File: src/rtl/sqrt_arb_pkg.sv
// rtl/sqrt_arb_pkg.sv - shared state encoding and parameter defaults for the sqrt arbiter
package sqrt_arb_pkg;

  localparam int DEF_WIDTH   = 32;
  localparam int DEF_NREQ    = 4;
  localparam int DEF_TIMEOUT = 64;

  typedef enum logic [1:0] {
    IDLE  = 2'd0,
    CLEAR = 2'd1,
    RUN   = 2'd2,
    DONE  = 2'd3
  } state_t;

endpackage

File: src/rtl/sqrt_rr_pick.sv
// rtl/sqrt_rr_pick.sv - combinational round-robin picker, searches from last_id+1 upward with wrap
module sqrt_rr_pick
  import sqrt_arb_pkg::*;
#(
  parameter int NREQ = DEF_NREQ,
  parameter int IDW  = $clog2(DEF_NREQ)
) (
  input  logic [NREQ-1:0] req,
  input  logic [IDW-1:0]  last_id,
  output logic [IDW-1:0]  grant_id,
  output logic            valid
);

  logic [IDW-1:0] idx;

  // first active request after last_id wins; last_id itself is checked last
  always_comb begin
    grant_id = '0;
    valid    = 1'b0;
    idx      = '0;
    for (int off = 1; off <= NREQ; off++) begin
      idx = IDW'((int'(last_id) + off) % NREQ);
      if (!valid && req[idx]) begin
        valid    = 1'b1;
        grant_id = idx;
      end
    end
  end

endmodule

File: src/rtl/sqrt_arbiter.sv
// rtl/sqrt_arbiter.sv - round-robin arbiter sharing one external squareroot unit among NREQ requesters
module sqrt_arbiter
  import sqrt_arb_pkg::*;
#(
  parameter int WIDTH   = DEF_WIDTH,
  parameter int NREQ    = DEF_NREQ,
  parameter int TIMEOUT = DEF_TIMEOUT
) (
  input  logic                      clk,
  input  logic                      rst,
  input  logic [NREQ-1:0]           req,
  input  logic [NREQ*WIDTH-1:0]     a_bus,
  output logic [NREQ-1:0]           done,
  output logic                      err,
  output logic [WIDTH-1:0]          result,
  output logic [$clog2(NREQ)-1:0]   grant_id,
  output logic                      busy,
  output logic                      sq_en,
  output logic                      sq_rst,
  output logic [WIDTH-1:0]          sq_a,
  input  logic                      sq_rdy,
  input  logic [WIDTH-1:0]          sq_sqrt
);

  localparam int IDW = $clog2(NREQ);
  localparam int CW  = $clog2(TIMEOUT);

  state_t         state_q;
  state_t         state_d;
  logic [IDW-1:0] last_id_q;
  logic [IDW-1:0] pick_id;
  logic           pick_valid;
  logic [CW-1:0]  cnt_q;
  logic           err_q;
  logic           run_timeout;

  assign run_timeout = (cnt_q == CW'(TIMEOUT - 1));

  sqrt_rr_pick #(
    .NREQ (NREQ),
    .IDW  (IDW)
  ) u_pick (
    .req      (req),
    .last_id  (last_id_q),
    .grant_id (pick_id),
    .valid    (pick_valid)
  );

  // state register
  always_ff @(posedge clk) begin
    if (!rst) state_q <= IDLE;
    else      state_q <= state_d;
  end

  // next-state: grant -> one clear cycle -> run until rdy or timeout -> one done cycle
  always_comb begin
    state_d = state_q;
    case (state_q)
      IDLE:    if (pick_valid) state_d = CLEAR;
      CLEAR:   state_d = RUN;
      RUN:     if (sq_rdy || run_timeout) state_d = DONE;
      DONE:    state_d = IDLE;
      default: state_d = IDLE;
    endcase
  end

  // datapath: operand/index latch at grant, run counter, result capture, round-robin pointer
  always_ff @(posedge clk) begin
    if (!rst) begin
      grant_id  <= '0;
      sq_a      <= '0;
      result    <= '0;
      cnt_q     <= '0;
      err_q     <= 1'b0;
      last_id_q <= IDW'(NREQ - 1);
    end else begin
      case (state_q)
        IDLE: begin
          if (pick_valid) begin
            grant_id <= pick_id;
            sq_a     <= a_bus[int'(pick_id)*WIDTH +: WIDTH];
          end
        end
        CLEAR: begin
          cnt_q <= '0;
          err_q <= 1'b0;
        end
        RUN: begin
          // a ready sample beats a same-cycle timeout
          if (sq_rdy) begin
            result <= sq_sqrt;
            err_q  <= 1'b0;
          end else if (run_timeout) begin
            result <= '0;
            err_q  <= 1'b1;
          end else begin
            cnt_q <= cnt_q + CW'(1);
          end
        end
        DONE:    last_id_q <= grant_id;
        default: ;
      endcase
    end
  end

  // outputs decoded from state; done is one-hot on the served requester
  always_comb begin
    done   = '0;
    busy   = (state_q != IDLE);
    sq_en  = (state_q == RUN);
    sq_rst = !rst || (state_q == CLEAR);
    err    = (state_q == DONE) && err_q;
    if (state_q == DONE) done[grant_id] = 1'b1;
  end

endmodule

File: config.mk
export PLATFORM = sky130hd
export DESIGN_NAME = sqrt_arbiter
export DESIGN_NICKNAME = d
export VERILOG_FILES = /design/src/rtl/sqrt_arb_pkg.sv /design/src/rtl/sqrt_rr_pick.sv /design/src/rtl/sqrt_arbiter.sv
export SDC_FILE = /design/constraint.sdc
export NUM_CORES = 1
export LEC_CHECK = 0
export ABC_CLOCK_PERIOD_IN_PS = 1940
export BUFFER_PORTS_ARGS = -buffer_cell sky130_fd_sc_hd__buf_2
export CAP_MARGIN = 5
export CORE_MARGIN = 2
export CORE_UTILIZATION = 40
export CTS_BUF_LIST = sky130_fd_sc_hd__clkbuf_8 sky130_fd_sc_hd__clkbuf_16
export CTS_CLUSTER_SIZE = 14
export DETAILED_ROUTE_END_ITERATION = 7
export HOLD_SLACK_MARGIN = 0.15
export PLACE_DENSITY = 0.85
export SYNTH_ARGS = -nofsm -noshare
export SYNTH_HDL_FRONTEND = slang
export SYNTH_SLANG_ARGS = --single-unit
File: constraint.sdc
create_clock -name clk -period 1.94 [get_ports clk]
set_input_delay 0.291 -clock clk [delete_from_list [all_inputs] [get_ports clk]]
set_output_delay 0.291 -clock clk [all_outputs]
set_load 0.01 [all_outputs]
Yosys cells after proc, flatten, opt, wreduce, memory -nomap -nowiden
Index checks and enable logic that the tools add are counted.

Shifts and indexed selects: 1. Order comparisons: 6. $add $sub $neg: 5. Muxes and demuxes: 30. Equality and inequality tests: 9. Reduce and logical (&&, ||, !) cells: 20.

Operators by type and width (count): $shiftx A128 B8 Y32 (1); $mux W32 (2); $lt A2 B3 Y1 const B (5); $mux W2 (6); $mux W6 (2); $pmux W6 S2 (1); $mux W1 (11); $bmux W1 S2 (4); $pmux W2 S4 (1); $reduce_and A2 Y1 (4); $add A6 B1 Y6 const B (1); $eq A6 B6 Y1 const B (1); $ne A2 B2 Y1 const B (3); $reduce_bool A2 Y1 (3); $logic_and A1 B1 Y1 (5); $add A2 B1 Y2 const B (2); $add A2 B2 Y2 const B (2); $eq A2 B2 Y1 const B (2); $logic_not A1 Y1 (4); $mux W4 (1); $ne A3 B1 Y1 const B (1); $reduce_and A3 Y1 (1); $demux W1 S2 (1); $eq A2 B1 Y1 const B (1); 5 further kinds (6).

Flip-flop bits (word level): 77. Output and inout port bits: 74. Logic and storage cells: 78.

Depth between registers and ports, before layout
Depth after elaboration: 15. Depth in mapped cells: 8.

Cells and area by module
Synthesis repeated with hierarchy kept, for this count alone.

Cells, all modules: 295. Area, all modules: 3646.0 um^2.

Modules (own cells, without submodules): sqrt_arbiter (area an instance 3554.7 um^2, times used 1, cells an instance 281); sqrt_rr_pick (area an instance 91.3 um^2, times used 1, cells an instance 14).

Worst setup path after synthesis
Ideal clock, no wire load.

Path type: reg-to-reg. Start point: reg state_q[0]. End point: reg sq_a[10]. Slack: 72 ps. Stages on the path, launching flop included: 9. Data arrival time: 1735 ps. Clock period less this slack: 1868 ps. Setup time: 133 ps. Cell sequence: dfxtp_1 > inv_1 > ha_1 > inv_1 > a211oi_1 > nand2_1 > clkbuf_1 > o311ai_0 > a211oi_1.

Cells in the longest elaborated chain, start to end: 2.

RTL lines: start: declaration (RTL line sqrt_arbiter.sv:28) `state_t state_q;`; start signal: assignment (RTL line sqrt_arbiter.sv:52) `else state_q <= state_d;`; $logic_not A2 Y1 (RTL line sqrt_arbiter.sv:77) `case (state_q)`; $reduce_and A2 Y1 (no line); end signal: assignment (RTL line sqrt_arbiter.sv:81) `sq_a <= a_bus[int'(pick_id)*WIDTH +: WIDTH];`; end: declaration (RTL line sqrt_arbiter.sv:20) `output logic [WIDTH-1:0] sq_a,`.

Every way passes these cells. A chain may end at the register's enable or synchronous reset.

Final worst setup path
Start point: reg last_id_q[1]. End point: reg sq_a[9].

Cells in the longest elaborated chain, start to end: 14. Elaborated cells between the ends (all ways): 28. Classes of those cells: add/sub: 4; shift: 1; mux: 16; reduce/logical: 7.

RTL lines: start: declaration (RTL line sqrt_arbiter.sv:30) `logic [IDW-1:0] last_id_q;`; start signal: assignment (RTL line sqrt_arbiter.sv:75) `last_id_q <= IDW'(NREQ - 1);`; start signal: assignment (RTL line sqrt_arbiter.sv:100) `DONE: last_id_q <= grant_id;`; $add A2 B1 Y2 (RTL line sqrt_rr_pick.sv:22) `idx = IDW'((int'(last_id) + off) % NREQ);`; $bmux W1 S2 (RTL line sqrt_rr_pick.sv:23) `if (!valid && req[idx]) begin`; $mux W1 (not written as such) (RTL line sqrt_rr_pick.sv:23); $mux W1 (RTL line sqrt_rr_pick.sv:23); $logic_not A1 Y1 (RTL line sqrt_rr_pick.sv:23); $logic_and A1 B1 Y1 (RTL line sqrt_rr_pick.sv:23); $mux W1 (RTL line sqrt_rr_pick.sv:23); $logic_not A1 Y1 (RTL line sqrt_rr_pick.sv:23); $logic_and A1 B1 Y1 (RTL line sqrt_rr_pick.sv:23); $mux W1 (RTL line sqrt_rr_pick.sv:23); $logic_not A1 Y1 (RTL line sqrt_rr_pick.sv:23); $logic_and A1 B1 Y1 (RTL line sqrt_rr_pick.sv:23); $mux W2 or $mux W1 (tied branches) (RTL line sqrt_rr_pick.sv:23); $shiftx A128 B8 Y32 or $reduce_and A2 Y1 (tied branches).

Parallel ways exist; a longest one is shown, timed or not. The select of a mux whose other input is x is not followed.

==> qor.yml <==
cp_num_buf_inv: 0
grt_start_max_net_pins: 45
synth_xor_area_share_pct: 0.6462
synth_compound_area_share_pct: 25.05
yosysWarnings: 0
whs_ps: 207.0
holdPathEnd: "result[24]"
reg2reg_depth: 5
fin_nets: 849
rows: 36
path_delay_family: "multiplexers"
synthSimpleGateAreaFrac_pct: 16.37
worst_pin_slew_ps: 597.2
drt_iter0_markers: 268
grt.met1_usage_pct: 27.57
critPathSlowestCell: "dfxtp_2"
fin_crit_sh_pct: 93.51
cts.clk_slew.worst_paths_ps: 100
dieArea_um2: 10990
design.core.area_um2: 9819
fin_worst_skew_ps: 19.49
clk_path_buf_depth: 2
setup.worst_path.start_class: "register"
max_freq_ghz: 0.5512
dp_slack_ps: -124.5
antenna_left: 0
hold_viol: 0
root_buffer: "clkbuf_8"
avgViaCountPerCell: 5.381
ys_seq_area_share_pct: 37.91
clk_latency_ps: 350
synthAdderAreaFrac_pct: 1.846
dp_hpwl_mm: 10.08
cp_max_fo: 7
nFillCells: 904
synth_mux_area_share_pct: 12.25
dieWidth_um: 104.8
syn-num-nets: 614
antenna_found_initial: 0
crit_chain: "mux2i_2, o21ai_4, nor2_4, mux2_2, a221o_1"
fp.dieH_um: 104.8
hold_path.class: "in2reg"
slowest_delay_ps: 400
top_usage_layer: "met2"
synth-seq-cells: 77
holdPathStages: 3
p_sw_share_pct: 39.66
netlist-cell-type-count: 50
antenna_cells: 0
synth_area_um2: 4066
track_usage_pct: 22.95
crit_type: "reg2reg"
p_switching_mw: 2.441
ir_drop_mv: 0.5475
post_drt_wl_per_cell_um: 15.99
setup_viol: 0
clock_sinks: 77
via_count: 4380
maxCapViolCount: 0
syn_area_per_cell_um2: 9.221
leakage_nw: 2.714
portBuffers: 240
drc: 0
tns_ps: 0
synth-edff-count: 0
drt_pre_antenna_iters: 5
p_per_area_nw_per_um2: 1078
synth_ff_type: "dfxtp_1"
initial_core_util_pct: 41.41
drt_wl_total_mm: 13.02
netlist_instances: 441
drive_gt1_share_pct: 43.76
synth_top_family_by_area: "compound AO/OA/AOI/OAI gates"
clockPowerShare_pct: 20.6
period_minus_slack_ps: 1814
r2r_end: "sq_a[9]"
outcome: "complete, no violations"
p_seq_share_pct: 35.3
cts_buffers: 9
reg2reg_slack_ps: 130
async_flop_share_pct: 0
crit_arrival_ps: 2050
cts_tree: "built"
setup_slack_ps: 125.8
relSlewSlack_pct: 60.18
area.growth.synth_to_final_pct: 40.34
ios: 241
slew_violations: 0
critPathRequiredTime_ps: 2170
combinationalPowerShare_pct: 44.2
htreeDepth: 3
p_int_mw: 3.713
grt.overflow.total: 0
routabilityCongestion: 0.9041
grt_pass1_vias: 4359
grt_pass1_wl_mm: 20.75
min_from: "sq_sqrt[24]"
reg2reg_from: "last_id_q[1]"
gr-usage-met3_pct: 5.365
utilization_pct: 58.12
cp-end-kind: "register"
met2_usage_pct: 40.40
-- routing by layer --
metal	part of all wire, %	wire [um]
met1	40	5264
met2	51	6617
met3	7.3	948
met4	1.4	187
met5	0	0
-- power groups by stage --
stage               combinational (mW)  sequential, mW  clock [mW]
detailed placement                2.65            2.19           0
global route                      2.96            2.21        1.36
finish                            2.72            2.17        1.27
global placement                  2.54            2.18           0
floorplan                         1.44            2.33           0
CTS                               2.67            2.16        1.29
-- cell usage in the layout, fill, tap and decap left out, types with 3 or more instances in the layout --
| cell | instances |
|---|---|
| a211oi_1 | 12 |
| a21boi_0 | 7 |
| a21oi_1 | 9 |
| a221o_1 | 5 |
| a22oi_1 | 32 |
| and2_1 | 3 |
| and3_1 | 11 |
| buf_12 | 3 |
| buf_2 | 240 |
| buf_4 | 17 |
| clkbuf_8 | 9 |
| dfxtp_1 | 75 |
| ha_1 | 6 |
| inv_1 | 17 |
| inv_6 | 3 |
| mux2_4 | 3 |
| mux2i_1 | 42 |
| nand2_1 | 13 |
| nand3_1 | 23 |
| nand4_1 | 3 |
| nor2_1 | 18 |
| nor2b_1 | 34 |
| o2111ai_1 | 14 |
| o211a_1 | 3 |
| o211ai_1 | 3 |
| o21a_1 | 3 |
| o21ai_0 | 7 |
| o221ai_1 | 13 |
| o311ai_0 | 8 |
| o311ai_1 | 3 |
| xnor2_1 | 3 |
-- area by class of cell --
cell class / count / area (um^2) / share of cell area (%)
clock buffer: 9 / 123.9 / 2.171
clock inverter: 7 / 77.57 / 1.359
inverter: 17 / 63.81 / 1.118
multi-input combinational: 310 / 2331 / 40.85
sequential: 77 / 1544 / 27.06
tap: 133 / 166.4 / 2.916
timing repair buffer: 261 / 1400 / 24.53
-- registers in the layout, summed over array words and instances, names as in the netlist --
signal	count
last_id_q	2
result	32
cnt_q	6
err_q	1
grant_id	2
state_q	2
sq_a	32
-- cell families (layout without fill, tap and decap cells) --
kind of cell,after synthesis,count (layout)
AND/OR/NAND/NOR,122,122
AO/OA/AOI/OAI,131,131
buffers and inverters,54,294
multiplexers,48,48
flip-flops,77,77
adder cells (fa/ha/maj),6,6
XOR/XNOR,3,3
-- worst min-delay path, stage by stage --
cell     delay (ps)
buf_2            70
a22oi_1          60
nor2b_1         100
-- synthesized netlist by cell type, types with 6 or more instances --
cell type  number  area, um^2
clkbuf_1       30       112.6
ha_1            6       75.07
inv_1          17       63.81
o2111ai_1      14       122.6
o311ai_0       11       96.34
nor2_1         19       71.32
and3_1         11       68.82
dfxtp_1        77        1541
a21boi_0        7       52.55
nand3_1        24       120.1
nand2_1        15       56.30
nor2b_1        34       212.7
mux2i_1        43       430.4
a211oi_1       13       97.59
a21oi_1         9       45.04
o21ai_0         8       40.04
a22oi_1        32       240.2
o221ai_1       13       113.9
-- per-stage QoR --
step / power (mW) / std cells / area (um^2)
3_3_place_gp: 4.722 / 798 / 5459
5_1_grt: 6.530 / 814 / 5707
6_report: 6.154 / 814 / 5707
4_1_cts: 6.117 / 814 / 5670
2_1_floorplan: 3.773 / 441 / 4066
3_5_place_dp: 4.839 / 798 / 5459
-- worst max-delay path by stage --
stage	endpoint	cells past startpoint	start	slack, ps
3_3_place_gp	sq_a[30]	6	req[0]	40
2_1_floorplan	sq_a[10]	8	state_q[0]	70
4_1_cts	sq_a[8]	5	last_id_q[1]	5
3_5_place_dp	sq_a[13]	5	last_id_q[1]	-120
5_1_grt	sq_a[9]	7	state_q[1]	-8
6_report	sq_a[9]	5	last_id_q[1]	130
-- timing repair --
| action | CTS | global route |
|---|---|---|
| hold endpoints to repair | 0 | 0 |
| hold buffers | 0 | 0 |
| gates resized for setup | 3 | 14 |
| setup endpoints to repair | 36 | 32 |
| buffers inserted | 0 | 0 |
Note: power is estimated with default switching activity, not from simulation.
